[src/rtl/ctrl_link_scheduler.sv]
// ctrl_link_scheduler
//   Arbitrates between host commands and a periodic heartbeat, then runs one
//   transceiver transaction at a time: send, wait for tx done, wait for rx
//   good, with per-phase timeout and a bounded number of re-sends.
//
// Ports
//   sys_clk, rst          : clock, synchronous active-high reset
//   cmd_valid/cmd_data    : host command offer (128-bit package)
//   cmd_ready             : high only in IDLE when the command would be taken
//   hb_en/hb_data         : heartbeat enable and heartbeat package
//   xcvr_tx_package       : package held for the transceiver for the whole transaction
//   xcvr_tx_start         : one-cycle send strobe per attempt
//   xcvr_tx_done          : transceiver level status, only its rising edge counts
//   xcvr_rx_good          : transceiver level status, acknowledge received
//   busy                  : transaction in progress
//   done_pulse/done_src   : success strobe, source 0 = cmd, 1 = heartbeat
//   err_pulse/fail_cnt    : give-up strobe and saturating give-up counter
//   attempt_o             : attempt index of the current transaction
module ctrl_link_scheduler #(
  parameter int TIMEOUT_CYCLES = 200,
  parameter int MAX_RETRY      = 3,
  parameter int HB_PERIOD      = 10000
) (
  input  logic         sys_clk,
  input  logic         rst,
  input  logic         cmd_valid,
  input  logic [127:0] cmd_data,
  output logic         cmd_ready,
  input  logic         hb_en,
  input  logic [127:0] hb_data,
  output logic [127:0] xcvr_tx_package,
  output logic         xcvr_tx_start,
  input  logic         xcvr_tx_done,
  input  logic         xcvr_rx_good,
  output logic         busy,
  output logic         done_pulse,
  output logic         done_src,
  output logic         err_pulse,
  output logic [15:0]  fail_cnt,
  output logic [2:0]   attempt_o
);

  localparam int TW = $clog2(TIMEOUT_CYCLES + 1);
  localparam int HW = (HB_PERIOD > 1) ? $clog2(HB_PERIOD) : 1;

  typedef enum logic [2:0] {
    IDLE, LOAD, START, ARM, WAIT_TX, WAIT_RX, FINISH
  } state_t;

  state_t          state;
  state_t          state_n;
  logic [TW-1:0]   tcnt;
  logic [HW-1:0]   hb_cnt;
  logic            hb_pend;
  logic            prio_hb;      // 1: heartbeat wins the next tie
  logic            tx_done_prev;
  logic [2:0]      attempt_q;
  logic [127:0]    pkg_q;
  logic            src_q;

  logic            hb_win;
  logic            grant_cmd;
  logic            grant_hb;
  logic            tx_rise;
  logic            tmo;
  logic            hb_wrap;
  logic            attempt_fail;
  logic            retry;
  logic            give_up;

  // Heartbeat takes the slot when it is the only request, or on a tie when
  // the command source was granted last.
  assign hb_win    = hb_pend && (!cmd_valid || prio_hb);
  assign grant_hb  = (state == IDLE) && hb_win;
  assign grant_cmd = (state == IDLE) && cmd_valid && !hb_win;
  assign cmd_ready = (state == IDLE) && !hb_win;

  assign tx_rise = xcvr_tx_done && !tx_done_prev;
  assign tmo     = (tcnt == TW'(TIMEOUT_CYCLES - 1));
  assign hb_wrap = hb_en && (hb_cnt == HW'(HB_PERIOD - 1));

  assign busy            = (state != IDLE);
  assign xcvr_tx_package = pkg_q;
  assign done_src        = src_q;
  assign attempt_o       = attempt_q;

  always_ff @(posedge sys_clk) begin
    if (rst) state <= IDLE;
    else     state <= state_n;
  end

  always_comb begin
    state_n       = state;
    attempt_fail  = 1'b0;
    retry         = 1'b0;
    give_up       = 1'b0;
    xcvr_tx_start = 1'b0;
    done_pulse    = 1'b0;
    case (state)
      IDLE:    if (grant_cmd || grant_hb) state_n = LOAD;
      LOAD:    state_n = START;
      START: begin
        xcvr_tx_start = 1'b1;
        state_n       = ARM;
      end
      // One blind cycle so status levels left over from the last
      // transaction cannot complete this one.
      ARM:     state_n = WAIT_TX;
      WAIT_TX: begin
        if (tx_rise)  state_n = WAIT_RX;
        else if (tmo) attempt_fail = 1'b1;
      end
      WAIT_RX: begin
        if (xcvr_rx_good) state_n = FINISH;
        else if (tmo)     attempt_fail = 1'b1;
      end
      FINISH: begin
        done_pulse = 1'b1;
        state_n    = IDLE;
      end
      default: state_n = IDLE;
    endcase
    if (attempt_fail) begin
      if (attempt_q == 3'(MAX_RETRY)) begin
        give_up = 1'b1;
        state_n = IDLE;
      end else begin
        retry   = 1'b1;
        state_n = START;
      end
    end
  end

  always_ff @(posedge sys_clk) begin
    if (rst) begin
      tcnt         <= '0;
      hb_cnt       <= '0;
      hb_pend      <= 1'b0;
      prio_hb      <= 1'b0;
      tx_done_prev <= 1'b0;
      attempt_q    <= 3'd0;
      fail_cnt     <= 16'd0;
      err_pulse    <= 1'b0;
      pkg_q        <= '0;
      src_q        <= 1'b0;
    end else begin
      tx_done_prev <= xcvr_tx_done;
      err_pulse    <= give_up;

      // Timeout counter restarts on every entry into a wait state.
      if ((state_n != state) || !((state == WAIT_TX) || (state == WAIT_RX)))
        tcnt <= '0;
      else
        tcnt <= tcnt + TW'(1);

      if (grant_cmd || grant_hb) begin
        pkg_q     <= grant_hb ? hb_data : cmd_data;
        src_q     <= grant_hb;
        prio_hb   <= grant_cmd;
        attempt_q <= 3'd0;
      end else if (state_n == IDLE) begin
        attempt_q <= 3'd0;
      end else if (retry) begin
        attempt_q <= attempt_q + 3'd1;
      end

      if (give_up && (fail_cnt != 16'hFFFF))
        fail_cnt <= fail_cnt + 16'd1;

      // A wrap while a heartbeat is already pending is absorbed.
      if (!hb_en) begin
        hb_cnt  <= '0;
        hb_pend <= 1'b0;
      end else begin
        hb_cnt <= hb_wrap ? '0 : hb_cnt + HW'(1);
        if (grant_hb)     hb_pend <= 1'b0;
        else if (hb_wrap) hb_pend <= 1'b1;
      end
    end
  end

endmodule
[config.mk]
export PLATFORM = sky130hd
export DESIGN_NAME = ctrl_link_scheduler
export DESIGN_NICKNAME = d
export VERILOG_FILES = /design/src/rtl/ctrl_link_scheduler.sv
export SDC_FILE = /design/constraint.sdc
export NUM_CORES = 1
export LEC_CHECK = 0
export BUFFER_PORTS_ARGS = -buffer_cell sky130_fd_sc_hd__buf_2
export CORE_ASPECT_RATIO = 0.9
export CORE_MARGIN = 1.5
export CORE_UTILIZATION = 30
export CTS_CLUSTER_DIAMETER = 30
export DETAILED_ROUTE_END_ITERATION = 7
export GPL_TIMING_DRIVEN = 0
export PLACE_DENSITY = 0.59
export RECOVER_POWER = 100
export SKIP_LAST_GASP = 1
export SLEW_MARGIN = 10
export SYNTH_ARGS = -nofsm -noshare
export SYNTH_HDL_FRONTEND = slang
export SYNTH_SLANG_ARGS = --single-unit
[constraint.sdc]
create_clock -name sys_clk -period 2.4 [get_ports sys_clk]
set_clock_uncertainty 0.05 [all_clocks]
set_input_delay 0.36 -clock sys_clk [delete_from_list [all_inputs] [get_ports sys_clk]]
set_output_delay 0.36 -clock sys_clk [all_outputs]
set_load 0.02 [all_outputs]
==> metrics.md, run 1 <==
| Metric | Value |
|---|---|
| I/O pin count | 415 |
| Final instance area | 10800 um2 |
| Fraction of layout cells with a size suffix above 1 | 0.285 |
| Maximum operating frequency | 439 MHz |
| Power per cell area | 765 nW/um2 |
| Hold crit path type | input port to flip-flop |
| Worst max-slew margin expressed relative to the limit | 0.403 |
| Count of antenna-violating nets left after detailed routing | 0 |
| Number of synthesized register bits | 177 |
| Source-to-sink clock delay at the later pin of the worst-skew pair | 0.43 ns |
| CTS tree | yes |
| Buffers and inverters on the worst path | 3 |
| Portion of the post-synthesis area used by sequential elements | 0.452 |
| Launch point of the worst reg-to-reg path | fail_cnt[0] |
| Number of rows in the core area | 55 |
| TritonCTS buffer count | 17 |
| Die Ht | 156 um |
| Top delay family on crit path | simple AND/OR/NAND/NOR gates |
| Number of global-route vias before repair | 7406 |
| Post-synthesis instance area | 7840 um2 |
| Standard cell with the maximum stage delay on the critical path | sky130_fd_sc_hd__or4_4 |
| CP Data Arrival Time | 2.52 ns |
| Number of max-capacitance violations reported | 0 |
| Final Hold Violating Endpoints | 0 |
| Worst supply voltage drop on vdd | 398 uV |
| Critical Path Max Stage Delay | 0.57 ns |
| Synthesized instance count | 830 |
| Distinct cell type count of the synthesized netlist | 48 |
| YS warnings | 0 |
| Worst Hold Launch | xcvr_tx_done |
| Mean routed wirelength per cell | 17.1 um |
| Gr usage total | 0.197 |
| Detailed-route via count | 7787 |
| Mean post-synth cell area | 9.45 um2 |
| Weighted congestion at the end of routability-driven global placement | 0.865 |
| Most common cell after layout, fill and taps aside | sky130_fd_sc_hd__buf_2 |
| End of the worst register-to-register path | fail_cnt[1] |
| Data required, critical path | 2.64 ns |
| Total of fill cells in the finished design | 2667 |
| Final worst path period share | 0.950 |
| Clock tree root driver cell | sky130_fd_sc_hd__clkbuf_16 |
| CP cell instances | ha_1 -> inv_1 -> or4_4 -> o2111ai_4 -> buf_6 -> buf_12 -> mux2i_1 -> nor2_1 |
| Detailed-route DRC error count | 0 |
| Wire length of the first global-routing pass | 41200 um |
| Highest-count cells in the layout ignoring fill and taps | sky130_fd_sc_hd__buf_2 (284), sky130_fd_sc_hd__clkbuf_1 (175), sky130_fd_sc_hd__dfxtp_1 (174) |
| Remaining global-route overflow | 0 |
| DRT Pass-1 Iters | 5 |
| Clock transition time at the flip-flop clock pins of the worst setup and hold paths | 0.08 ns |
| Count of cells along the worst register-to-register path | 8 |
| Highest net fanout along the worst path | 10 |
| Synth Net Count | 1097 |
| Initial antenna violation count | 2 |
| Final min period | 2.28 ns |
| Cell Area, Placed | 10300 um2 |
| Worst slack on hold paths | 0.111 ns |
| Leakage | 5.12 nW |
| Half-perimeter wire length after detailed placement | 21700 um |
| Run status | finished clean |
| Max Transition Viols Final | 0 |
| H-tree levels | 4 |
| 1st-iter DRT viols | 376 |
| Category of the worst setup path capture point | flip-flop |
| Width of the die | 173 um |
| Area share of the leading cell type in the synthesized netlist | 0.452 |
| Launching element type of the critical path | flip-flop |
| Number of buffers between clock root and the deepest sink | 2 |
| Post-synthesis cell type with the largest combined area | sky130_fd_sc_hd__dfxtp_1 |
| Synthesis-to-finish area growth | 37.6% |
| Maximum number of pins on one net before global-route repair | 18 |
| Vias per std cell | 4.79 |
| Core area | 25400 um2 |
| Final-layout setup total negative slack | 0 ns |
| Sink count of the clock tree | 177 |
| Synth area leaders | sky130_fd_sc_hd__dfxtp_1 (45%), sky130_fd_sc_hd__mux2i_1 (17%), sky130_fd_sc_hd__a211oi_1 (12%) |
| Port buffer count | 413 |
| Die Outline Area | 27100 um2 |
| End point of the most critical hold path | tx_done_prev |
| Worst hold path depth | 2 |
| Register-to-register setup slack | 0.12 ns |
| Critical path class | flip-flop to flip-flop |
| Total setup violations reported at the end of the flow | 0 |
| Tightest Pin Transition | 0.887 ns |
| Number of nets in the finished design | 1533 |
| Starting density of the core | 0.309 |
| Total Wirelength | 27800 um |
[cell usage after synthesis (all sizes together)]
master       instances
a21boi               1
ha                   5
nand2b               1
or4                  8
nor4                 3
buf                 32
xnor2               12
xor2                 9
nor4b                1
o2111a               1
dlygate4sd1          1
o31ai                6
o22ai                1
and3                11
nor3                 8
o21ai                9
mux2                 1
a211oi             129
and4                 1
nand4                8
clkbuf              33
or3                  7
o2111ai              1
nor2               168
dfxtp              177
inv                 10
o211ai               1
nand3               16
and2                 1
a21oi               18
mux2i              130
nor2b                3
nand2               15
or3b                 1
nand3b               1
[worst register-to-register path: cells and delay by family (launching register included)]
family / cells / cell delay (ns)
adders and majority gates: 1 / 0.21
buffers and inverters: 3 / 0.40
muxes: 1 / 0.19
and+or+nand+nor: 2 / 0.62
AOI/OAI and AO/OA: 1 / 0.30
DFF: 1 / 0.40
[layout make-up]
cell class                 count  area [um2]  share of cell area
multi-input combinational    577        3960               0.367
timing repair buffer         417        1910               0.177
buffer                        66         332              0.0307
inverter                      10        37.5             0.00348
sequential                   177        3550               0.329
clock inverter                15         144              0.0133
clock buffer                  17         425              0.0394
tap                          342         428              0.0397
antenna                        3        7.51            0.000696
[state kept, by name, indices dropped and copies added, names as in the netlist]
register,count
tcnt,8
done_src,1
tx_done_prev,1
fail_cnt,16
hb_cnt,14
err_pulse,1
state,3
hb_pend,1
xcvr_tx_package,128
prio_hb,1
attempt_o,3
[power by group]
| group | internal [mW] | switching [mW] | leakage, nW |
|---|---|---|---|
| sequential | 3.29 | 0.185 | 1.46 |
| combinational | 0.668 | 1.34 | 3.39 |
| clock | 1.46 | 1.30 | 0.279 |
| total | 5.42 | 2.82 | 5.12 |
[worst max-delay path by stage]
stage / startpoint / to / slack [ns] / cells past startpoint
after detailed placement: state[0] / xcvr_tx_package[56] / -0.44 / 7
after global routing: fail_cnt[0] / fail_cnt[1] / -0.002 / 8
after global placement: state[0] / xcvr_tx_package[56] / -0.46 / 7
final: fail_cnt[0] / fail_cnt[1] / 0.12 / 8
after floorplan: fail_cnt[0] / fail_cnt[1] / 0.15 / 8
after CTS: state[0] / xcvr_tx_package[56] / -0.03 / 7
[cell families after synthesis]
group                    synth area share
AND/OR/NAND/NOR                     0.148
multiplexers                        0.167
flip-flops                          0.452
AO/OA/AOI/OAI                       0.156
XOR/XNOR                           0.0235
adder cells (fa/ha/maj)           0.00798
buffers and inverters              0.0452
[per-stage QoR]
step	power (mW)	instances	setup WS [ns]	utilization
after global placement	5.62	1585	-0.459	0.407
after global routing	8.69	1623	-0.00239	0.425
after floorplan	4.76	830	0.147	-
after CTS	8.44	1617	-0.0301	0.431
after detailed placement	5.64	1585	-0.443	0.407
final	8.25	1624	0.120	0.425
[what timing repair did]
action	4_1_cts	5_1_grt
endpoints found under the setup margin	127	119
buffers inserted	0	4
gates resized for setup	11	21
pin swaps	0	1
hold buffers	0	0
[routing by layer]
layer | global-route usage | wire length [um] | vias to the layer above
met5 | 0 | 0 | -
met4 | 0.0596 | 351 | 0
met3 | 0.0357 | 1360 | 23
met2 | 0.343 | 13700 | 314
met1 | 0.249 | 12400 | 3589
li1 | - | - | 3861
Note: power is estimated with default switching activity, not from simulation.
==> inputs of run 2 (changes only) <==
- clock period: 2.4 -> 2.1 ns (I/O delays scaled with it)
==> run 2 against run 1 <==
Net effect: sequential cell count did not move; total power up 15%; highest routed layer unchanged; global-route usage grew 0.063 points; routed wire length is 1.8% higher; critical path type unchanged; cell count rose by 0.25%; hold slack got worse by 0.042 ns.
==> metrics.md, run 2 (synthesis results as in run 1) <==
| Metric | Value |
|---|---|
| Port buffer count | 413 |
| Worst supply voltage drop on vdd | 390 uV |
| Final Hold Violating Endpoints | 0 |
| Power per cell area | 864 nW/um2 |
| Max Transition Viols Final | 0 |
| Maximum number of pins on one net before global-route repair | 17 |
| Sink count of the clock tree | 177 |
| Worst hold path depth | 2 |
| Number of global-route vias before repair | 7378 |
| CP Data Arrival Time | 2.34 ns |
| Clock tree root driver cell | sky130_fd_sc_hd__clkbuf_16 |
| Launch point of the worst reg-to-reg path | fail_cnt[11] |
| Detailed-route DRC error count | 0 |
| Wire length of the first global-routing pass | 41400 um |
| Count of antenna-violating nets left after detailed routing | 0 |
| 1st-iter DRT viols | 379 |
| Most common cell after layout, fill and taps aside | sky130_fd_sc_hd__buf_2 |
| Vias per std cell | 4.73 |
| Critical Path Max Stage Delay | 0.56 ns |
| Total Wirelength | 28300 um |
| CP cell instances | nand2_1 -> or4_4 -> o2111ai_4 -> buf_6 -> buf_12 -> mux2i_1 -> nor2_1 |
| Pre-CTS setup slack | -0.560 ns |
| End of the worst register-to-register path | fail_cnt[1] |
| Smallest setup slack after layout | 0.0112 ns |
| I/O pin count | 415 |
| Total power consumption of the routed design | 9.53 mW |
| Number of buffers between clock root and the deepest sink | 2 |
| Area of the multi-input gates | 4030 um2 |
| Highest net fanout along the worst path | 6 |
| Gr usage total | 0.198 |
| Max FFs per register | 128 |
| H-tree levels | 4 |
| CTS tree | yes |
| Fraction of layout cells with a size suffix above 1 | 0.310 |
| Width of the die | 173 um |
| Hold crit path type | input port to flip-flop |
| Die Outline Area | 27100 um2 |
| Half-perimeter wire length after detailed placement | 22000 um |
| Number of nets in the finished design | 1540 |
| Synthesis-to-finish area growth | 40.7% |
| Data required, critical path | 2.35 ns |
| TritonCTS buffer count | 17 |
| DRT Pass-1 Iters | 4 |
| Die Ht | 156 um |
| Number of max-capacitance violations reported | 0 |
| Source-to-sink clock delay at the later pin of the worst-skew pair | 0.42 ns |
| Category of the worst setup path capture point | flip-flop |
| Register Area | 3570 um2 |
| Standard cell with the maximum stage delay on the critical path | sky130_fd_sc_hd__or4_4 |
| Worst max-slew margin expressed relative to the limit | 0.520 |
| Highest-count cells in the layout ignoring fill and taps | sky130_fd_sc_hd__buf_2 (288), sky130_fd_sc_hd__nor2_1 (166), sky130_fd_sc_hd__dfxtp_1 (164) |
| Number of rows in the core area | 55 |
| Run status | finished clean |
| Core area | 25400 um2 |
| Total of fill cells in the finished design | 2603 |
| Top delay family on crit path | simple AND/OR/NAND/NOR gates |
| Worst Hold Launch | xcvr_tx_done |
| Buffers and inverters on the worst path | 2 |
| Launching element type of the critical path | flip-flop |
| Register-to-register setup slack | 0.01 ns |
| Hold buffer count at cts | 0 |
| Total setup violations reported at the end of the flow | 0 |
| Remaining global-route overflow | 0 |
| End point of the most critical hold path | tx_done_prev |
| Leakage | 5.26 nW |
| Starting density of the core | 0.309 |
| Critical path class | flip-flop to flip-flop |
| Tightest Pin Transition | 0.720 ns |
| Weighted congestion at the end of routability-driven global placement | 0.798 |
| Maximum operating frequency | 479 MHz |
| Clock transition time at the flip-flop clock pins of the worst setup and hold paths | 0.07 ns |
| Final worst path period share | 0.995 |
| Final min period | 2.09 ns |
| RSZ-0062 raised after global routing | yes |
| Detailed-route via count | 7698 |
| Count of cells along the worst register-to-register path | 7 |
| Initial antenna violation count | 1 |
| Mean routed wirelength per cell | 17.4 um |
run 2: changes by cell type in the layout (fill, tap and decap cells not counted), sizes merged:
| cell | before | now |
|---|---|---|
| buf | 294 | 308 |
| bufinv | 1 | 2 |
| clkbuf | 204 | 201 |
| clkdlybuf4s15 | 1 | 0 |
| diode | 3 | 1 |
| dlygate4sd1 | 0 | 1 |
| dlygate4sd2 | 1 | 0 |
| inv | 19 | 14 |
run 2: worst max-delay path by stage:
stage                       startpoint                  end  slack (ns)  cells after the start
after detailed placement      state[2]  xcvr_tx_package[56]       -0.56                      6
after global placement        state[2]  xcvr_tx_package[57]       -0.56                      6
after floorplan            fail_cnt[0]          fail_cnt[1]        0.03                      8
after global routing      fail_cnt[11]          fail_cnt[1]       -0.08                      7
final                     fail_cnt[11]          fail_cnt[1]        0.01                      7
after CTS                 attempt_o[0]         fail_cnt[13]       0.001                      8
run 2: routing by layer:
| metal | wire length [um] | global-route usage |
|---|---|---|
| met5 | 0 | 0 |
| met4 | 361 | 0.0489 |
| met3 | 1800 | 0.0454 |
| met2 | 13700 | 0.338 |
| met1 | 12500 | 0.253 |
run 2: timing repair:
action                     CTS  global route
setup buffers                5             6
cloned                       0             1
setup endpoints to repair  141            95
pin swaps                    3             4
gates resized for setup     31            34
run 2: cell type report:
class                      instances  area share
antenna                            1    0.000227
buffer                            65      0.0337
clock buffer                      20      0.0414
clock inverter                    11      0.0117
inverter                          10     0.00340
multi-input combinational        577       0.365
sequential                       177       0.324
tap                              342      0.0388
timing repair buffer             425       0.182
run 2: power by group:
group | internal [mW] | switching, mW | leakage [nW]
logic | 0.789 | 1.56 | 3.51
clock network | 1.83 | 1.38 | 0.284
registers | 3.76 | 0.218 | 1.46
total | 6.37 | 3.16 | 5.26
run 2: metrics by stage:
stage                     std cells  instance area, um2   util  hold WS, ns  setup TNS, ns
after global routing           1627               11000  0.434       0.0769         -0.315
final                          1628               11000  0.434       0.0689              0
after global placement         1585               10400  0.408        0.377         -54.43
after floorplan                 830                7870      -        0.363              0
after detailed placement       1585               10400  0.408        0.391         -54.13
after CTS                      1621               11100  0.436       0.0474              0
